--- src/rtl/pipeline_hazard_ctrl_pkg.sv ---
// Shared types for the pipeline hazard controller: controller state
// encoding, PC source codes, forwarding source codes and a saturating
// increment helper used by the performance counters.
package pipeline_hazard_ctrl_pkg;

    typedef enum logic [1:0] {
        RUN   = 2'd0,
        MWAIT = 2'd1,
        HALT  = 2'd2
    } ctrl_state_e;

    typedef enum logic [1:0] {
        PC_SEQ    = 2'b00,
        PC_JUMP   = 2'b01,
        PC_BRANCH = 2'b10
    } pc_src_e;

    typedef enum logic [1:0] {
        FWD_RF  = 2'b00,
        FWD_EX  = 2'b01,
        FWD_MEM = 2'b10,
        FWD_WB  = 2'b11
    } fwd_sel_e;

    localparam logic [15:0] CNT_MAX = 16'hFFFF;

    // Counters stick at all-ones instead of wrapping back to zero.
    function automatic logic [15:0] satInc(input logic [15:0] value, input logic enable);
        if (enable && (value != CNT_MAX)) begin
            return value + 16'd1;
        end
        return value;
    endfunction

endpackage

--- src/rtl/pipeline_hazard_ctrl_hazard_fwd_unit.sv ---
// Purely combinational operand forwarding selection and load-use
// detection for the instruction currently sitting in ID.
module hazard_fwd_unit
    import pipeline_hazard_ctrl_pkg::*;
(
    input  logic [2:0] i_idRs1,
    input  logic [2:0] i_idRs2,
    input  logic       i_idUseRs1,
    input  logic       i_idUseRs2,
    input  logic [2:0] i_exRd,
    input  logic [2:0] i_memRd,
    input  logic [2:0] i_wbRd,
    input  logic       i_exRegWr,
    input  logic       i_memRegWr,
    input  logic       i_wbRegWr,
    input  logic       i_exMemRd,
    output logic [1:0] o_fwdA,
    output logic [1:0] o_fwdB,
    output logic       o_loadUse
);

    // R0 is hardwired zero, so a stage writing R0 is never a producer.
    // A load in EX has no data yet, so it is excluded as an EX source.
    logic w_exProducer;
    logic w_memProducer;
    logic w_wbProducer;
    logic w_exLoadProducer;

    fwd_sel_e w_fwdA;
    fwd_sel_e w_fwdB;

    assign w_exProducer     = i_exRegWr  & ~i_exMemRd & (i_exRd  != 3'd0);
    assign w_memProducer    = i_memRegWr & (i_memRd != 3'd0);
    assign w_wbProducer     = i_wbRegWr  & (i_wbRd  != 3'd0);
    assign w_exLoadProducer = i_exRegWr  &  i_exMemRd & (i_exRd  != 3'd0);

    // Operand A source: youngest matching producer wins (EX, then MEM, then WB).
    always_comb begin
        w_fwdA = FWD_RF;
        if (i_idUseRs1) begin
            if (w_exProducer && (i_exRd == i_idRs1)) begin
                w_fwdA = FWD_EX;
            end else if (w_memProducer && (i_memRd == i_idRs1)) begin
                w_fwdA = FWD_MEM;
            end else if (w_wbProducer && (i_wbRd == i_idRs1)) begin
                w_fwdA = FWD_WB;
            end
        end
    end

    // Operand B source: same priority as operand A, keyed on rs2.
    always_comb begin
        w_fwdB = FWD_RF;
        if (i_idUseRs2) begin
            if (w_exProducer && (i_exRd == i_idRs2)) begin
                w_fwdB = FWD_EX;
            end else if (w_memProducer && (i_memRd == i_idRs2)) begin
                w_fwdB = FWD_MEM;
            end else if (w_wbProducer && (i_wbRd == i_idRs2)) begin
                w_fwdB = FWD_WB;
            end
        end
    end

    // A load in EX feeding a source that ID actually reads needs one bubble.
    always_comb begin
        o_loadUse = w_exLoadProducer &
                    ((i_idUseRs1 & (i_exRd == i_idRs1)) |
                     (i_idUseRs2 & (i_exRd == i_idRs2)));
    end

    assign o_fwdA = w_fwdA;
    assign o_fwdB = w_fwdB;

endmodule

--- src/rtl/pipeline_hazard_ctrl.sv ---
// Pipeline hazard controller: memory-wait/timeout FSM, flush/stall/jump
// priority resolution, operand forwarding and saturating stall/flush
// performance counters.
module pipeline_hazard_ctrl
    import pipeline_hazard_ctrl_pkg::*;
#(
    parameter logic [7:0] MEM_TIMEOUT = 8'd200
)
(
    input  logic        clk,
    input  logic        rst_n,
    input  logic [2:0]  id_rs1,
    input  logic [2:0]  id_rs2,
    input  logic        id_use_rs1,
    input  logic        id_use_rs2,
    input  logic        id_jump,
    input  logic [2:0]  ex_rd,
    input  logic [2:0]  mem_rd,
    input  logic [2:0]  wb_rd,
    input  logic        ex_regwr,
    input  logic        mem_regwr,
    input  logic        wb_regwr,
    input  logic        ex_memrd,
    input  logic        ex_branch_taken,
    input  logic        mem_req,
    input  logic        mem_ready,
    output logic        pc_hold,
    output logic        ifid_hold,
    output logic        idex_bubble,
    output logic        kill_if,
    output logic        kill_id,
    output logic        freeze_all,
    output logic [1:0]  pc_src,
    output logic [1:0]  fwd_a,
    output logic [1:0]  fwd_b,
    output logic        mem_err,
    output logic [15:0] stall_cnt,
    output logic [15:0] flush_cnt
);

    ctrl_state_e r_state;
    logic [7:0]  r_waitCnt;
    logic        r_memErr;
    logic [15:0] r_stallCnt;
    logic [15:0] r_flushCnt;

    logic        w_loadUse;
    logic        w_freeze;
    logic        w_pcHold;
    logic        w_ifidHold;
    logic        w_bubble;
    logic        w_killIf;
    logic        w_killId;
    pc_src_e     w_pcSrc;

    hazard_fwd_unit u_hazardFwd (
        .i_idRs1    (id_rs1),
        .i_idRs2    (id_rs2),
        .i_idUseRs1 (id_use_rs1),
        .i_idUseRs2 (id_use_rs2),
        .i_exRd     (ex_rd),
        .i_memRd    (mem_rd),
        .i_wbRd     (wb_rd),
        .i_exRegWr  (ex_regwr),
        .i_memRegWr (mem_regwr),
        .i_wbRegWr  (wb_regwr),
        .i_exMemRd  (ex_memrd),
        .o_fwdA     (fwd_a),
        .o_fwdB     (fwd_b),
        .o_loadUse  (w_loadUse)
    );

    // Freeze starts in the very cycle a request misses, so RUN looks at the inputs too.
    always_comb begin
        w_freeze = 1'b0;
        case (r_state)
            RUN:     w_freeze = mem_req & ~mem_ready;
            MWAIT:   w_freeze = ~mem_ready;
            HALT:    w_freeze = 1'b1;
            default: w_freeze = 1'b0;
        endcase
    end

    // Resolve competing hazards: freeze beats branch beats load-use beats jump.
    always_comb begin
        w_pcHold   = 1'b0;
        w_ifidHold = 1'b0;
        w_bubble   = 1'b0;
        w_killIf   = 1'b0;
        w_killId   = 1'b0;
        w_pcSrc    = PC_SEQ;
        if (w_freeze) begin
            w_pcHold   = 1'b1;
            w_ifidHold = 1'b1;
        end else if (ex_branch_taken) begin
            w_pcSrc  = PC_BRANCH;
            w_killIf = 1'b1;
            w_killId = 1'b1;
        end else if (w_loadUse) begin
            w_pcHold   = 1'b1;
            w_ifidHold = 1'b1;
            w_bubble   = 1'b1;
        end else if (id_jump) begin
            w_pcSrc  = PC_JUMP;
            w_killIf = 1'b1;
        end
    end

    // Memory access FSM: wait out slow accesses, give up into HALT after the timeout.
    always_ff @(posedge clk or negedge rst_n) begin
        if (!rst_n) begin
            r_state   <= RUN;
            r_waitCnt <= 8'd0;
            r_memErr  <= 1'b0;
        end else begin
            case (r_state)
                RUN: begin
                    if (mem_req && !mem_ready) begin
                        r_state   <= MWAIT;
                        r_waitCnt <= 8'd0;
                    end
                end
                MWAIT: begin
                    if (mem_ready) begin
                        r_state <= RUN;
                    end else if ((r_waitCnt + 8'd1) == MEM_TIMEOUT) begin
                        r_state  <= HALT;
                        r_memErr <= 1'b1;
                    end else begin
                        r_waitCnt <= r_waitCnt + 8'd1;
                    end
                end
                HALT: begin
                    r_state <= HALT;
                end
                default: begin
                    r_state <= RUN;
                end
            endcase
        end
    end

    // Performance counters: cycles spent holding the PC and cycles killing IF.
    always_ff @(posedge clk or negedge rst_n) begin
        if (!rst_n) begin
            r_stallCnt <= 16'd0;
            r_flushCnt <= 16'd0;
        end else begin
            r_stallCnt <= satInc(r_stallCnt, w_pcHold);
            r_flushCnt <= satInc(r_flushCnt, w_killIf);
        end
    end

    assign freeze_all  = w_freeze;
    assign pc_hold     = w_pcHold;
    assign ifid_hold   = w_ifidHold;
    assign idex_bubble = w_bubble;
    assign kill_if     = w_killIf;
    assign kill_id     = w_killId;
    assign pc_src      = w_pcSrc;
    assign mem_err     = r_memErr;
    assign stall_cnt   = r_stallCnt;
    assign flush_cnt   = r_flushCnt;

endmodule

--- config.mk ---
export PLATFORM = sky130hd
export DESIGN_NAME = pipeline_hazard_ctrl
export DESIGN_NICKNAME = d
export VERILOG_FILES = /design/src/rtl/pipeline_hazard_ctrl_pkg.sv /design/src/rtl/pipeline_hazard_ctrl_hazard_fwd_unit.sv /design/src/rtl/pipeline_hazard_ctrl.sv
export SDC_FILE = /design/constraint.sdc
export NUM_CORES = 1
export LEC_CHECK = 0
export BUFFER_PORTS_ARGS = -buffer_cell sky130_fd_sc_hd__buf_2
export CAP_MARGIN = 15
export CORE_MARGIN = 4
export CORE_UTILIZATION = 40
export DETAILED_ROUTE_END_ITERATION = 12
export GPL_TIMING_DRIVEN = 0
export PLACE_DENSITY = 0.61
export RECOVER_POWER = 25
export SKIP_CTS_REPAIR_TIMING = 1
export SLEW_MARGIN = 15
export SYNTH_ARGS = -nofsm -noshare
export SYNTH_HDL_FRONTEND = slang
export SYNTH_SLANG_ARGS = --single-unit
--- constraint.sdc ---
create_clock -name clk -period 2.9 [get_ports clk]
set_input_delay 0.58 -clock clk [delete_from_list [all_inputs] [get_ports clk]]
set_output_delay 0.58 -clock clk [all_outputs]
set_load 0.005 [all_outputs]
Yosys cells after proc, flatten, opt, wreduce, memory -nomap -nowiden
Cells that the tools add are included.
Cells by class
  add/sub/neg operators: 3
  eq/ne operators: 15
  mux-type cells: 35
  bitwise gates (word level): 13
  reduce and logical (&&, ||, !) cells: 18
Operators with widths (number)
  16-bit by 1-bit adder with 16-bit output (second input constant): 2
  16-bit 2-to-1 mux: 2
  16-bit inequality test (second input constant): 2
  2-bit 2-to-1 mux: 13
  8-bit 2-to-1 mux: 3
  3-bit equality test: 6
  8-bit one-hot mux with 2 select lines: 1
  1-bit 2-to-1 mux: 14
  1-bit bitwise AND: 10
  1-bit logical AND: 9
  3-bit nonzero test: 3
  8-bit by 1-bit adder with 8-bit output (second input constant): 1
  8-bit equality test (second input constant): 1
  2-bit inequality test (second input constant): 3
  2-bit one-hot mux with 3 select lines: 1
  4-bit AND reduction: 1
  3-bit inequality test (second input constant): 1
  1-bit one-hot mux with 3 select lines: 1
  3-bit AND reduction: 1
  2-bit by 1-bit equality test with 1-bit output (second input constant): 1
  2-bit equality test (second input constant): 1
  2-bit zero test: 1
  1-bit NOT: 2
  2-bit AND reduction: 1
  3 further kinds: 3
Word-level totals
  flip-flop bits (word level): 43
  input port bits: 27
  logic and storage cells: 89

Depth between registers and ports, before layout
  depth in word-level cells: 9
  gate-level depth with buffers: 8
  mapped depth without buffers: 7

Modules after synthesis
A second synthesis with hierarchy kept.
Second synthesis, totals
  cell total of the unflattened synthesis: 268
  area, all modules: 2608.8 um2
Modules (own cells, without submodules)
  pipeline_hazard_ctrl: times used 1, cells each 219, area each 2272.2 um2, seq. area each 1076.0 um2
  hazard_fwd_unit: times used 1, cells each 49, area each 336.6 um2, seq. area each 0.0 um2

Least setup slack after synthesis
OpenSTA, ideal clock, no wires.
  path type: input port to output port
  from: in id_rs1[2]
  to: out kill_if
  data arrival time: 1.696 ns
  required time: 2.320 ns
  slack: 0.624 ns
  stages on the path: 7
  path buffers: 2
  cell sequence: buf_4 xor2_1 nor4b_2 o21ai_2 o211ai_4 buf_6 inv_1
On the way
  word-level cells in the longest chain between the ends: 7
Ends and longest elaborated chain
  from (decl): RTL line pipeline_hazard_ctrl.sv:12  | input logic [2:0] id_rs1,
  3-bit equality test: RTL line pipeline_hazard_ctrl_hazard_fwd_unit.sv:68  | ((i_idUseRs1 & (i_exRd == i_idRs1)) |
  1-bit bitwise AND: RTL line pipeline_hazard_ctrl_hazard_fwd_unit.sv:68
  1-bit OR: RTL line pipeline_hazard_ctrl_hazard_fwd_unit.sv:68
  1-bit bitwise AND: RTL line pipeline_hazard_ctrl_hazard_fwd_unit.sv:67  | o_loadUse = w_exLoadProducer &
  1-bit 2-to-1 mux: RTL line pipeline_hazard_ctrl.sv:99  | end else if (w_loadUse) begin
  1-bit 2-to-1 mux: RTL line pipeline_hazard_ctrl.sv:95  | end else if (ex_branch_taken) begin
  1-bit 2-to-1 mux: RTL line pipeline_hazard_ctrl.sv:92  | if (w_freeze) begin
  to (decl): RTL line pipeline_hazard_ctrl.sv:30  | output logic kill_if,
No other way between the ends.

Final worst setup path
  from: in ex_rd[1]
  to: out kill_if
On the way
  word-level cells in the longest chain between the ends: 7
Ends and longest elaborated chain
  from (decl): RTL line pipeline_hazard_ctrl.sv:17  | input logic [2:0] ex_rd,
  3-bit equality test (on tied branches): RTL line pipeline_hazard_ctrl_hazard_fwd_unit.sv:68, pipeline_hazard_ctrl_hazard_fwd_unit.sv:69
  1-bit bitwise AND (on tied branches): RTL line pipeline_hazard_ctrl_hazard_fwd_unit.sv:68, pipeline_hazard_ctrl_hazard_fwd_unit.sv:69
  1-bit OR: RTL line pipeline_hazard_ctrl_hazard_fwd_unit.sv:68
  1-bit bitwise AND (*): RTL line pipeline_hazard_ctrl_hazard_fwd_unit.sv:67
  1-bit 2-to-1 mux (*): RTL line pipeline_hazard_ctrl.sv:99
  1-bit 2-to-1 mux (*): RTL line pipeline_hazard_ctrl.sv:95
  1-bit 2-to-1 mux (*): RTL line pipeline_hazard_ctrl.sv:92
Every way passes the cells marked *; elsewhere a longest branch is shown, timed or not.

==> key figures <==
Logic synthesis
  – Adder-cell share of the synthesized area: 0.0146
  – Synth cell types: 42
  – Main combinational cell family by area after synthesis: simple AND/OR/NAND/NOR gates
  – Share of cell area taken by muxes after synthesis: 0.0190
  – Total nets after synthesis: 299
  – Cell area after synthesis: 2570 um^2
  – Flop and latch count out of synthesis: 43
  – Synth Instances: 269
  – Avg Synthesized Cell Area: 9.56 um^2
  – Warning count from the yosys run: 0
  – Xor/xnor cell area share of the yosys netlist: 0.143
  – Register area share after synthesis: 0.418
  – Synth Area in Compound Gates: 0.111
  – Fraction of the mapped netlist area in simple logic gates: 0.257

Clock network
  – CTS Root Cell: sky130_fd_sc_hd__clkbuf_8
  – Insertion delay of the later-clocked pin in the worst-skew pair: 0.29 ns
  – Inserted Clock Buffers: 5
  – Clock Path Buffers: 2
  – Clock tree from TritonCTS: built
  – CTS clk-pin slew, worst paths: 0.08 ns
  – Number of sinks on the clock net: 43
  – Number of levels in the clock H-tree: 2

Pwr
  – Static power due to leakage: 1.49 nW
  – Total power draw: 0.00165 W
  – Power density relative to cell area: 537 nW/um^2
  – IR drop worst, VDD: 0.397 mV

Drt
  – DR WL/cell: 13.9 um
  – Post-route antenna net violation count: 0
  – Post-detailed-route via-to-cell ratio: 5.35
  – Initial DRC count: 74
  – Via count of the routed design: 2233
  – DRC: 0
  – Number of iterations in the first detailed-routing pass: 4
  – Detailed-route wire length: 5.78 mm

Finish
  – Most common library cell in the layout ignoring fill and taps: sky130_fd_sc_hd__buf_2
  – Commonest cells after routing, fill and taps aside: 66 x sky130_fd_sc_hd__buf_2, 43 x sky130_fd_sc_hd__dfrtp_1, 26 x sky130_fd_sc_hd__nand3_1
  – Final Net Count: 373
  – Layout cells sized above 1: 0.257
  – Inserted Diodes: 0
  – Synthesis-to-layout area growth: 19.5%
  – Final instance area: 3070 um^2
  – Final Instance Count excl. Fillers: 417

Global routing
  – Global-route wire length before repair: 9.87 mm
  – Antenna violations before repair: 0
  – Global-route usage over all layers: 0.157
  – Number of global-route vias before repair: 2074
  – Pin count of the biggest net entering global routing: 44
  – Global route total overflow: 0

Timing
  – Total count of max-transition violations in the final report: 44
  – Max_slew headroom: -0.541
  – Clock tree skew after final layout: 0.00502 ns
  – Setup TNS after final layout: 0 ns
  – Setup repair after global routing missed its margin: no
  – Tmin final: 2.57 ns
  – Transition time of the tightest slew-check pin: 2.31 ns
  – Final period utilization: 0.886
  – Finish-stage setup viols: 0
  – Final hold vios: 0
  – Highest attainable clock frequency: 0.389 GHz

Setup path
  – Critical path arrival: 1.99 ns
  – Category of the worst setup path capture point: output port
  – R2r endpoint: flush_cnt[15]$_DFFE_PN0P_
  – R2r worst-path depth: 6
  – Setup CP Type: in -> out
  – Worst endpoint required time: 2.32 ns
  – Max Fanout on Critical Path: 10
  – Worst setup slack for register-to-register paths: 0.80 ns
  – Reg2Reg Launch Point: flush_cnt[5]$_DFFE_PN0P_
  – Critical path launch point type: input port

Place
  – Weighted congestion at the end of routability-driven global placement: 0.830
  – Placed wire-length estimate after detailed placement: 4.45 mm
  – # placed instances: 411
  – Post-DP Area: 3000 um^2
  – Port Buf Inserts: 67

Die
  – Die Span Y: 88.2 um
  – Core region area: 6060 um^2
  – Initial cell density of the core: 0.424
  – Die Outline Area: 7770 um^2
  – Die extent in x: 88.2 um
  – Count of standard-cell rows: 28
  – IO Count: 72

Worst hold path
  – Worst hold path endpoint: mem_err$_DFFE_PN0P_
  – Launch instance of the worst min-delay path: mem_err$_DFFE_PN0P_
  – Number of stages on the worst hold path: 1
  – Worst min-delay path category: reg -> reg

Job
  – Count of maximum capacitance violations: 1

Outcome
  – Status: complete, but fails checks
  – Violations in the final reports: capacitance limit, slew limit
[worst max path at each step]
stage,start,to
after floorplan,id_rs1[2],kill_if
after global placement,ex_rd[2],kill_if
after detailed placement,ex_rd[2],kill_if
after CTS,r_state[1]$_DFFE_PN0P_,kill_if
after global routing,rst_n,stall_cnt[11]$_DFFE_PN0P_
final,ex_rd[1],kill_if
[layer usage]
metal,track usage,part of all wire
met4,0.0357,0.0081
met3,0.0320,0.048
met5,0,0
met1,0.226,0.49
met2,0.245,0.46
[synth_stat cells (all sizes together)]
master | number | area, um^2
inv | 7 | 26.3
o21ai | 8 | 43.8
a21oi | 10 | 61.3
dfrtp | 43 | 1080
nand3 | 26 | 130
nor2 | 12 | 45.0
and3 | 13 | 81.3
buf | 7 | 60.1
nor4b | 3 | 38.8
clkbuf | 2 | 7.51
nor3 | 20 | 105
xnor2 | 24 | 210
a211o | 1 | 8.76
or4 | 1 | 7.51
a31oi | 4 | 25.0
and2 | 4 | 25.0
nand2b | 2 | 12.5
and4 | 3 | 26.3
a22o | 2 | 17.5
a211oi | 1 | 7.51
xor2 | 18 | 158
o31ai | 4 | 30.0
o311ai | 2 | 17.5
o41ai | 2 | 17.5
o211ai | 1 | 21.3
ha | 3 | 37.5
a311oi | 1 | 8.76
a21o | 2 | 15.0
mux2 | 4 | 48.8
nor4 | 2 | 12.5
o221a | 1 | 11.3
nand4 | 7 | 43.8
or2 | 1 | 6.26
nand2 | 22 | 82.6
nor3b | 6 | 45.0
[metrics by stage]
step	worst slack [ns]	hold WS [ns]	utilization
2_1_floorplan	0.624	0.284	-
3_3_place_gp	0.344	0.448	0.495
3_5_place_dp	0.315	0.447	0.495
4_1_cts	0.307	0.469	0.507
5_1_grt	0.124	0.496	0.507
6_report	0.332	0.464	0.507
[area by class of cell]
type                       instances  area, um^2
tap                               75        93.8
sequential                        43        1080
fill                             578        2990
buffer                             9        67.6
inverter                           7        26.3
timing repair buffer              67         334
clock buffer                       6        72.6
multi-input combinational        210        1400
[kinds of logic after synthesis]
logic type / Yosys count
and+or+nand+nor: 122
DFF: 43
xor gates and xnor gates: 42
AOI/OAI and AO/OA: 39
buffers and inverters: 16
muxes: 4
adders and majority gates: 3
[power breakdown]
part	switching [W]	internal (W)
Clock	0.000194	0.000161
Sequential	0.000122	0.000704
Combinational	0.000228	0.000240
[worst max-delay path: stages]
cell and delay (ns):
sky130_fd_sc_hd__buf_2 0.13, sky130_fd_sc_hd__o311ai_0 0.47, sky130_fd_sc_hd__nor2_1 0.10, sky130_fd_sc_hd__o21ai_2 0.17, sky130_fd_sc_hd__o211ai_4 0.19, sky130_fd_sc_hd__buf_6 0.19, sky130_fd_sc_hd__inv_1 0.05, sky130_fd_sc_hd__buf_2 0.10
[sequential cells by signal (all words and copies together), names as in the netlist]
signal     flops
flush_cnt     16
mem_err        1
r_state        2
r_waitCnt      8
stall_cnt     16
Note: power is estimated with default switching activity, not from simulation.
